==> src/rtl/vga_pkg.sv <==
// vga_pkg: shared VGA timing constants, sync polarity enum and sync bundle.
// Holds the 640x480@60 default set and an 800x600@60 alternate set.
package vga_pkg;

  typedef enum logic {
    SYNC_LOW  = 1'b0,
    SYNC_HIGH = 1'b1
  } sync_pol_e;

  typedef struct packed {
    logic hs;
    logic vs;
    logic vid;
  } sync_t;

  localparam int VGA640_H_ACTIVE = 640;
  localparam int VGA640_H_FP     = 16;
  localparam int VGA640_H_SYNC   = 96;
  localparam int VGA640_H_BP     = 48;
  localparam int VGA640_V_ACTIVE = 480;
  localparam int VGA640_V_FP     = 10;
  localparam int VGA640_V_SYNC   = 2;
  localparam int VGA640_V_BP     = 33;

  localparam int VGA800_H_ACTIVE = 800;
  localparam int VGA800_H_FP     = 40;
  localparam int VGA800_H_SYNC   = 128;
  localparam int VGA800_H_BP     = 88;
  localparam int VGA800_V_ACTIVE = 600;
  localparam int VGA800_V_FP     = 1;
  localparam int VGA800_V_SYNC   = 4;
  localparam int VGA800_V_BP     = 23;

  localparam int BAR_CNT = 8;

  function automatic int vga_total(
    input int act,
    input int fp,
    input int sync,
    input int bp
  );
    return act + fp + sync + bp;
  endfunction

endpackage

==> src/rtl/vga_tick_div.sv <==
// vga_tick_div: clock-enable divider, one strobe every TICK_DIV enabled clks.
// The pending strobe is held while en is low so resume keeps the cadence.
module vga_tick_div #(
  parameter int TICK_DIV = 2
) (
  input  logic clk,
  input  logic reset,
  input  logic en,
  output logic p_tick
);

  localparam int CW = (TICK_DIV > 1) ? $clog2(TICK_DIV) : 1;
  localparam logic [CW-1:0] LAST = CW'(TICK_DIV - 1);

  logic [CW-1:0] tick_cnt;
  logic          pend;

  always_ff @(posedge clk) begin
    if (reset) begin
      tick_cnt <= '0;
      pend     <= 1'b0;
    end else if (en) begin
      pend     <= (tick_cnt == LAST);
      tick_cnt <= (tick_cnt == LAST) ? '0 : tick_cnt + 1'b1;
    end
  end

  assign p_tick = pend & en;

endmodule

==> src/rtl/vga_timing_gen_p.sv <==
// vga_timing_gen_p: parametrised VGA timing with aligned sync/blank and RGB reg.
// Optional VGA_TEST_PATTERN_EN adds test_en and an 8-bar colour pattern.
module vga_timing_gen_p
  import vga_pkg::*;
#(
  parameter int H_ACTIVE = VGA640_H_ACTIVE,
  parameter int H_FP     = VGA640_H_FP,
  parameter int H_SYNC   = VGA640_H_SYNC,
  parameter int H_BP     = VGA640_H_BP,
  parameter int V_ACTIVE = VGA640_V_ACTIVE,
  parameter int V_FP     = VGA640_V_FP,
  parameter int V_SYNC   = VGA640_V_SYNC,
  parameter int V_BP     = VGA640_V_BP,
  parameter int SYNC_POL = 0,
  parameter int TICK_DIV = 2,
  parameter int PIPE     = 1,
  parameter int RGB_W    = 3,
  parameter int XY_W     = 10
) (
  input  logic             clk,
  input  logic             reset,
  input  logic             en,
`ifdef VGA_TEST_PATTERN_EN
  input  logic             test_en,
`endif
  input  logic [RGB_W-1:0] rgb_in,
  output logic [XY_W-1:0]  pixel_x,
  output logic [XY_W-1:0]  pixel_y,
  output logic             p_tick,
  output logic             frame_start,
  output logic             hsync,
  output logic             vsync,
  output logic             video_on,
  output logic [RGB_W-1:0] rgb
);

  localparam int H_TOTAL = vga_total(H_ACTIVE, H_FP, H_SYNC, H_BP);
  localparam int V_TOTAL = vga_total(V_ACTIVE, V_FP, V_SYNC, V_BP);

  localparam logic [XY_W-1:0] H_LAST = XY_W'(H_TOTAL - 1);
  localparam logic [XY_W-1:0] V_LAST = XY_W'(V_TOTAL - 1);

  localparam logic [XY_W:0] H_VIS  = (XY_W+1)'(H_ACTIVE);
  localparam logic [XY_W:0] HS_ON  = (XY_W+1)'(H_ACTIVE + H_FP);
  localparam logic [XY_W:0] HS_OFF = (XY_W+1)'(H_ACTIVE + H_FP + H_SYNC);
  localparam logic [XY_W:0] V_VIS  = (XY_W+1)'(V_ACTIVE);
  localparam logic [XY_W:0] VS_ON  = (XY_W+1)'(V_ACTIVE + V_FP);
  localparam logic [XY_W:0] VS_OFF = (XY_W+1)'(V_ACTIVE + V_FP + V_SYNC);

  localparam sync_pol_e POL = (SYNC_POL != 0) ? SYNC_HIGH : SYNC_LOW;

  if (H_TOTAL > 2**XY_W || V_TOTAL > 2**XY_W ||
      TICK_DIV < 1 || PIPE < 0 || PIPE > 4) begin : g_cfg_err
    $error("vga_timing_gen_p: illegal parameter set");
  end

  logic [XY_W-1:0] h;
  logic [XY_W-1:0] v;
  logic [XY_W:0]   h_w;
  logic [XY_W:0]   v_w;
  sync_t           raw;
  sync_t           sync_q [PIPE+1];
  logic            vid_tap;
  logic [RGB_W-1:0] src;

  vga_tick_div #(
    .TICK_DIV(TICK_DIV)
  ) u_tick (
    .clk   (clk),
    .reset (reset),
    .en    (en),
    .p_tick(p_tick)
  );

  always_ff @(posedge clk) begin
    if (reset) begin
      h <= '0;
      v <= '0;
    end else if (p_tick) begin
      if (h == H_LAST) begin
        h <= '0;
        v <= (v == V_LAST) ? '0 : v + 1'b1;
      end else begin
        h <= h + 1'b1;
      end
    end
  end

  assign pixel_x     = h;
  assign pixel_y     = v;
  assign frame_start = p_tick && (h == '0) && (v == '0);

  assign h_w = {1'b0, h};
  assign v_w = {1'b0, v};

  always_comb begin
    raw     = '0;
    raw.hs  = (h_w >= HS_ON) && (h_w < HS_OFF);
    raw.vs  = (v_w >= VS_ON) && (v_w < VS_OFF);
    raw.vid = (h_w < H_VIS) && (v_w < V_VIS);
  end

  // Stage k holds the flags for the coordinates k+1 ticks ago.
  always_ff @(posedge clk) begin
    if (reset) begin
      for (int k = 0; k <= PIPE; k++) sync_q[k] <= '0;
    end else if (p_tick) begin
      sync_q[0] <= raw;
      for (int k = 1; k <= PIPE; k++) sync_q[k] <= sync_q[k-1];
    end
  end

  // The RGB register samples one stage early so it lands with the flags.
  if (PIPE == 0) begin : g_tap0
    assign vid_tap = raw.vid;
  end else begin : g_tap
    assign vid_tap = sync_q[PIPE-1].vid;
  end

`ifdef VGA_TEST_PATTERN_EN
  localparam int BAR_W = (H_ACTIVE >= BAR_CNT) ? H_ACTIVE / BAR_CNT : 1;

  logic [XY_W-1:0]  x_tap;
  logic [2:0]       bar_idx;
  logic [RGB_W-1:0] bar_rgb;

  if (PIPE == 0) begin : g_x0
    assign x_tap = h;
  end else begin : g_xd
    logic [XY_W-1:0] x_q [PIPE];
    always_ff @(posedge clk) begin
      if (reset) begin
        for (int k = 0; k < PIPE; k++) x_q[k] <= '0;
      end else if (p_tick) begin
        x_q[0] <= h;
        for (int k = 1; k < PIPE; k++) x_q[k] <= x_q[k-1];
      end
    end
    assign x_tap = x_q[PIPE-1];
  end

  assign bar_idx = 3'(x_tap / XY_W'(BAR_W));

  always_comb begin
    bar_rgb = '0;
    for (int b = 0; b < RGB_W; b++) bar_rgb[b] = bar_idx[b % 3];
  end

  assign src = test_en ? bar_rgb : rgb_in;
`else
  assign src = rgb_in;
`endif

  always_ff @(posedge clk) begin
    if (reset) begin
      rgb <= '0;
    end else if (p_tick) begin
      rgb <= vid_tap ? src : '0;
    end
  end

  assign video_on = sync_q[PIPE].vid;
  assign hsync    = (POL == SYNC_HIGH) ? sync_q[PIPE].hs : ~sync_q[PIPE].hs;
  assign vsync    = (POL == SYNC_HIGH) ? sync_q[PIPE].vs : ~sync_q[PIPE].vs;

endmodule

==> config.mk <==
export PLATFORM = sky130hd
export DESIGN_NAME = vga_timing_gen_p
export DESIGN_NICKNAME = d
export VERILOG_FILES = /design/src/rtl/vga_pkg.sv /design/src/rtl/vga_tick_div.sv /design/src/rtl/vga_timing_gen_p.sv
export SDC_FILE = /design/constraint.sdc
export NUM_CORES = 1
export LEC_CHECK = 0
export BUFFER_PORTS_ARGS = -buffer_cell sky130_fd_sc_hd__buf_2
export CAP_MARGIN = 20
export CORE_MARGIN = 1
export CORE_UTILIZATION = 48
export DETAILED_ROUTE_END_ITERATION = 7
export GPL_ROUTABILITY_DRIVEN = 0
export HOLD_SLACK_MARGIN = 0.15
export PLACE_DENSITY = 0.85
export SYNTH_ARGS = -nofsm -noshare
export SYNTH_HDL_FRONTEND = slang
export SYNTH_SLANG_ARGS = --single-unit
==> constraint.sdc <==
create_clock -name clk -period 1.8 [get_ports clk]
set_input_delay 0.36 -clock clk [delete_from_list [all_inputs] [get_ports clk]]
set_output_delay 0.36 -clock clk [all_outputs]
set_load 0.005 [all_outputs]
Word-level counts from Yosys, hierarchy flattened
Memory sizes are Yosys's and may differ from the RTL's.
Index checks and enable logic that the tools add are counted.
{"block": "totals", "register_bits": 25, "ram_bits": 6, "in_bits": 6, "out_inout_bits": 28, "word_cells": 41, "mem_count": 1}
{"block": "classes", "n_addsub": 3, "order_cmp": 6, "n_eq_ne": 2, "mux": 11, "n_bitwise": 5, "reduce_logical": 8}
{"name": "sync_q", "depth": 2, "width": 3, "rd": 2, "rd_ports_with_merged_regs": 0, "wr": 2, "line": "vga_timing_gen_p.sv:62", "rtl": "sync_t sync_q [PIPE+1];"}
{"operator": "$add 10x1->10 const B", "count": 2}
{"operator": "$eq 10x10->1 const B", "count": 2}
{"operator": "$logic_not 10->1", "count": 2}
{"operator": "$lt 10x10->1 const B", "count": 2}
{"operator": "$lt 10x9->1 const B", "count": 2}
{"operator": "$mux 10", "count": 2}
{"operator": "$ge 10x10->1 const B", "count": 1}
{"operator": "$ge 10x9->1 const B", "count": 1}
{"operator": "$mux 3", "count": 3}
{"operator": "$mux 1", "count": 6}
{"operator": "$logic_and 1x1->1", "count": 5}
{"operator": "$not 1->1", "count": 2}
{"operator": "$or 1x1->1", "count": 2}
{"operator": "$reduce_and 2->1", "count": 1}
{"operator": "$add 1x1->1 const B", "count": 1}
{"operator": "$and 1x1->1", "count": 1}

Longest topological paths before layout
{"block": "logic_depth", "ltp_word": 5, "mapped_depth": 6, "mapped_depth_nobuf": 6}

By module
A second synthesis with hierarchy kept.
{"block": "unflattened", "cells_unflattened": 162, "hier_area_um2": 1501.4}
{"mod": "vga_timing_gen_p", "instances": 1, "cells_per_inst": 155, "area_per_inst_um2": 1427.6, "seq_area_each_um2": 640.6}
{"mod": "vga_tick_div", "instances": 1, "cells_per_inst": 7, "area_per_inst_um2": 73.8, "seq_area_each_um2": 40.0}

Least setup slack after synthesis
Ideal clock, no wire load.
{"block": "synth_timing", "path_kind": "register -> register", "startpoint": "reg h[0], in the netlist pixel_x[0]", "endpoint": "reg v[7], in the netlist pixel_y[7]", "setup_time_ps": 71, "t_arrival_ps": 1805, "t_required_ps": 1729, "path_slack_ps": -75, "stages_incl_launch_ff": 6, "path_buffers": 0, "period_less_slack_ps": 1875, "path_cell_list": "dfxtp_1 > ha_1 > nand4bb_4 > or4_4 > or3_1 > a21oi_1"}
{"block": "synth_via", "elab_chain_len": 2}
{"item": "start: declaration", "line": "vga_timing_gen_p.sv:57", "rtl": "logic [XY_W-1:0] h;"}
{"item": "start signal: assignment", "line": "vga_timing_gen_p.sv:84", "rtl": "h <= h + 1'b1;"}
{"item": "$eq 10x10->1", "line": "vga_timing_gen_p.sv:80", "rtl": "if (h == H_LAST) begin"}
{"item": "$reduce_and 2->1 (no line)"}
{"item": "end signal: assignment", "line": "vga_timing_gen_p.sv:82", "rtl": "v <= (v == V_LAST) ? '0 : v + 1'b1;"}
{"item": "end: declaration", "line": "vga_timing_gen_p.sv:58", "rtl": "logic [XY_W-1:0] v;"}
Every way passes these cells.
A chain may end at the register's enable or synchronous reset.

Worst setup path after layout
{"block": "layout_timing", "startpoint": "reg v[8], in the netlist pixel_y[8]", "endpoint": "out frame_start"}
{"block": "layout_via", "elab_chain_len": 2}
{"item": "$logic_not 10->1", "line": "vga_timing_gen_p.sv:91", "rtl": "assign frame_start = p_tick && (h == '0) && (v == '0);"}
{"item": "$logic_and 1x1->1", "line": "vga_timing_gen_p.sv:91"}
{"item": "end: declaration", "line": "vga_timing_gen_p.sv:30", "rtl": "output logic frame_start,"}
Every way passes these cells.

==> metrics.md <==
| Metric | Value |
|---|---|
| Worst R2R Path Depth | 4 |
| Layout Nets | 243 |
| Failing checks | setup timing |
| CP Data Required Time | 1.44 ns |
| Met3 Usage GRT | 4.585% |
| Share of the synthesized area in the top cell type | 31.75% |
| Placed Instances | 266 |
| Clock sinks | 31 |
| Die area | 3518 µm² |
| Cell taking the most area after synthesis | dfxtp_1 |
| Crit path depth | 4 |
| Chip width | 59.31 µm |
| CTS tree | yes |
| Syn_area_per_cell | 8.907 µm² |
| First-pass GRT wire length | 6458 µm |
| Largest net degree at the start of global routing | 17 |
| H-tree Lvls | 2 |
| Outcome | complete, but fails checks |
| Static Leak | 0.8665 nW |
| Worst-Skew Late Latency | 0.33 ns |
| Vias | 1551 |
| Vias/cell | 5.599 |
| Total of max-cap violations | 0 |
| Worst Setup End Kind | output pin |
| Total Routing Usage GR | 24.72% |
| WP buf/inv | 1 |
| Post-DP HPWL | 2791 µm |
| Pre-Repair DR Iteration Count | 4 |
| CP arrival | 1.53 ns |
| N_diodes | 0 |
| Syn nets | 188 |
| Reg2Reg Setup Slack | 0.08 ns |
| Layout cells sized above 1 | 38.63% |
| Post-synthesis sequential area ratio | 43.17% |
| Final ANT Viol Nets | 0 |
| Post-DR wirelength/cell | 14.64 µm |
| Crit path capture | frame_start |
| Synthesized instance count | 177 |
| Crit Path Class | flip-flop to output pin |
| Startpoint Class | flip-flop |
| Slew margin rel. | 74.71% |
| Tightest Pin Transition | 0.3759 ns |
| RSZ-0062 raised after global routing | true |
| Delay-heaviest family, CP | simple AND/OR/NAND/NOR gates |
| Overflow after GRT | 0 |
| Layer with the highest usage | met2 |
| Post-Synthesis Cell Area | 1577 µm² |
| Finished Layout Cells | 277 |
| Final clock skew | 0.006362 ns |
| Shortest period the worst path allows | 1.892 ns |
| Num rows | 20 |
| Detailed Route WL | 4054 µm |
| Overall power | 1.164 mW |
| Syn. warnings | 0 |
| Crit-path slowest cell | dfxtp_1 |
| Most area-consuming cells after synthesis | dfxtp_1 (32%), edfxtp_1 (11%), nand3_1 (4.8%), nand4_1 (4.8%), nor2_1 (4.5%) |
| Die Ht | 59.31 µm |
| Max IR drop VDD | 0.0003628 V |
| Final WS setup | -0.09152 ns |
| Final Hold Viols | 0 |
| Final Cell Area | 2064 µm² |
| Starting density of the core | 51.22% |
| Final Slew Violations | 0 |
| PortBufs | 33 |
| Met1 global-route usage | 29.45% |
| Post-route clock period utilization | 105.1% |
| Initial antenna violation count | 0 |
| Largest stage delay, worst path | 0.38 ns |
| Area Overhead vs Synth | 30.95% |
| RR Startpoint | pixel_x[4] |
| Critical-path maximum fanout | 5 |
| Crit path from | pixel_y[8] |
| Distinct cells, synth | 36 |
| Capturing point of the worst reg2reg path | pixel_y[9] |
| Met2 GRT Util | 42.54% |
| Crit-path cells | nor4_2 > nand4_1 > nor3_2 > buf_2 |
| Total CTS buffers | 5 |
| Flops & latches, synth | 31 |
| Vias in the first global route | 1448 |
| Core area | 3078 µm² |
| Worst min path class | input port to flip-flop |
| Placed cell areas | 1919 µm² |
| Fill count | 235 |
| Finish-stage setup viols | 1 |
| IO Count | 34 |
| P per Cell Area | 563.9 nW/µm² |
| Fmax | 528.7 MHz |
| # DRC | 0 |
| Clk root buf | clkbuf_4 |
| Max Buffers Root-to-Sink | 2 |
| Initial DRC count | 63 |
| Reg clk slew, reported paths | 0.09 ns |
[Yosys cell counts (all sizes together)]
master	count
or3	3
and3	2
edfxtp	6
nand2	11
nand4b	1
nor2	19
nand2b	2
or4	3
inv	9
o31ai	2
o21ai	5
nor3b	1
nor4	6
xnor2	7
nand3	15
mux2i	1
nor2b	1
and4bb	1
and4b	1
nand4	12
dfxtp	25
ha	5
nor4b	2
a311oi	1
nand4bb	1
o21bai	1
buf	5
and4	1
xor2	6
and2	3
nor3	5
clkbuf	4
a21oi	10
[worst min-delay path, cell delays in order]
cell     delay [ns]
buf_2          0.10
nand3_1        0.07
a21oi_1        0.06
[where the power goes]
part	switching (mW)	internal, mW
combinational	0.0336	0.0235
sequential	0.00907	0.716
clock	0.227	0.155
total	0.270	0.895
[kinds of logic (layout without fill, tap and decap cells)]
family	Yosys count	count (layout)	share of synthesized area [%]
flip-flops	31	31	43.17
XOR/XNOR	13	13	7.222
buffers and inverters	18	74	5.238
adder cells (fa/ha/maj)	5	5	3.968
multiplexers	1	1	0.6349
AO/OA/AOI/OAI	19	19	6.746
AND/OR/NAND/NOR	90	90	33.02
[routing by layer]
metal	share of wire, %	wire length [µm]
met1	41	1678
met5	0	0
met4	0.94	38
met2	50	2017
met3	7.9	320
[cell usage in the layout, fill, tap and decap left out, types with 7 or more instances in the layout]
| master | n |
|---|---|
| a21oi_1 | 9 |
| nand3_1 | 15 |
| nor2_1 | 19 |
| dfxtp_1 | 15 |
| dfxtp_2 | 8 |
| nand4_1 | 12 |
| buf_4 | 24 |
| nand2_1 | 10 |
| xnor2_1 | 7 |
| buf_2 | 33 |
[worst min path at each step]
| stage | from | to | slack, ns | cells past startpoint |
|---|---|---|---|---|
| finish | rgb_in[2] | rgb[2] | 0.29 | 3 |
| global route | rgb_in[1] | rgb[1] | 0.29 | 3 |
| CTS | rgb_in[1] | rgb[1] | 0.29 | 3 |
| floorplan | rgb[0] | rgb[0] | 0.45 | 2 |
| detailed placement | rgb[2] | rgb[2] | 0.45 | 2 |
| global placement | rgb[2] | rgb[2] | 0.44 | 2 |
[state kept, by name (all words and copies together), names as in the netlist]
signal / cells
pixel_y: 10
u_tick.tick_cnt: 1
sync_q: 6
u_tick.pend: 1
rgb: 3
pixel_x: 10
[stage by stage]
stage          setup TNS [ns]  setup WS (ns)  util, %  hold slack (ns)
5_1_grt               -0.2015        -0.1941    67.07           0.2914
2_1_floorplan               0        0.02195        -           0.4483
3_3_place_gp                0        0.06784    62.36           0.4390
6_report             -0.09152       -0.09152    67.07           0.2913
4_1_cts              -0.06996       -0.06996    65.45           0.2907
3_5_place_dp        -0.006754      -0.006754    62.36           0.4525
[cell type report]
class	count	area, µm²	area share, %
inverters	9	33.78	1.636
flip-flops and latches	31	698.2	33.82
clock buffers	8	48.80	2.364
multi-input cells	128	883.3	42.79
repair buffers	57	345.3	16.73
well taps	44	55.05	2.667
[timing repair]
action / 4_1_cts / 5_1_grt
setup buffers: 1 / 2
hold buffers: 0 / 0
gates cloned: 0 / 0
resized for setup: 12 / 13
pin swaps: 2 / 5
endpoints found under the setup margin: 3 / 6
endpoints found under the hold margin: 0 / 0
Power figures use the tool's default switching activity.
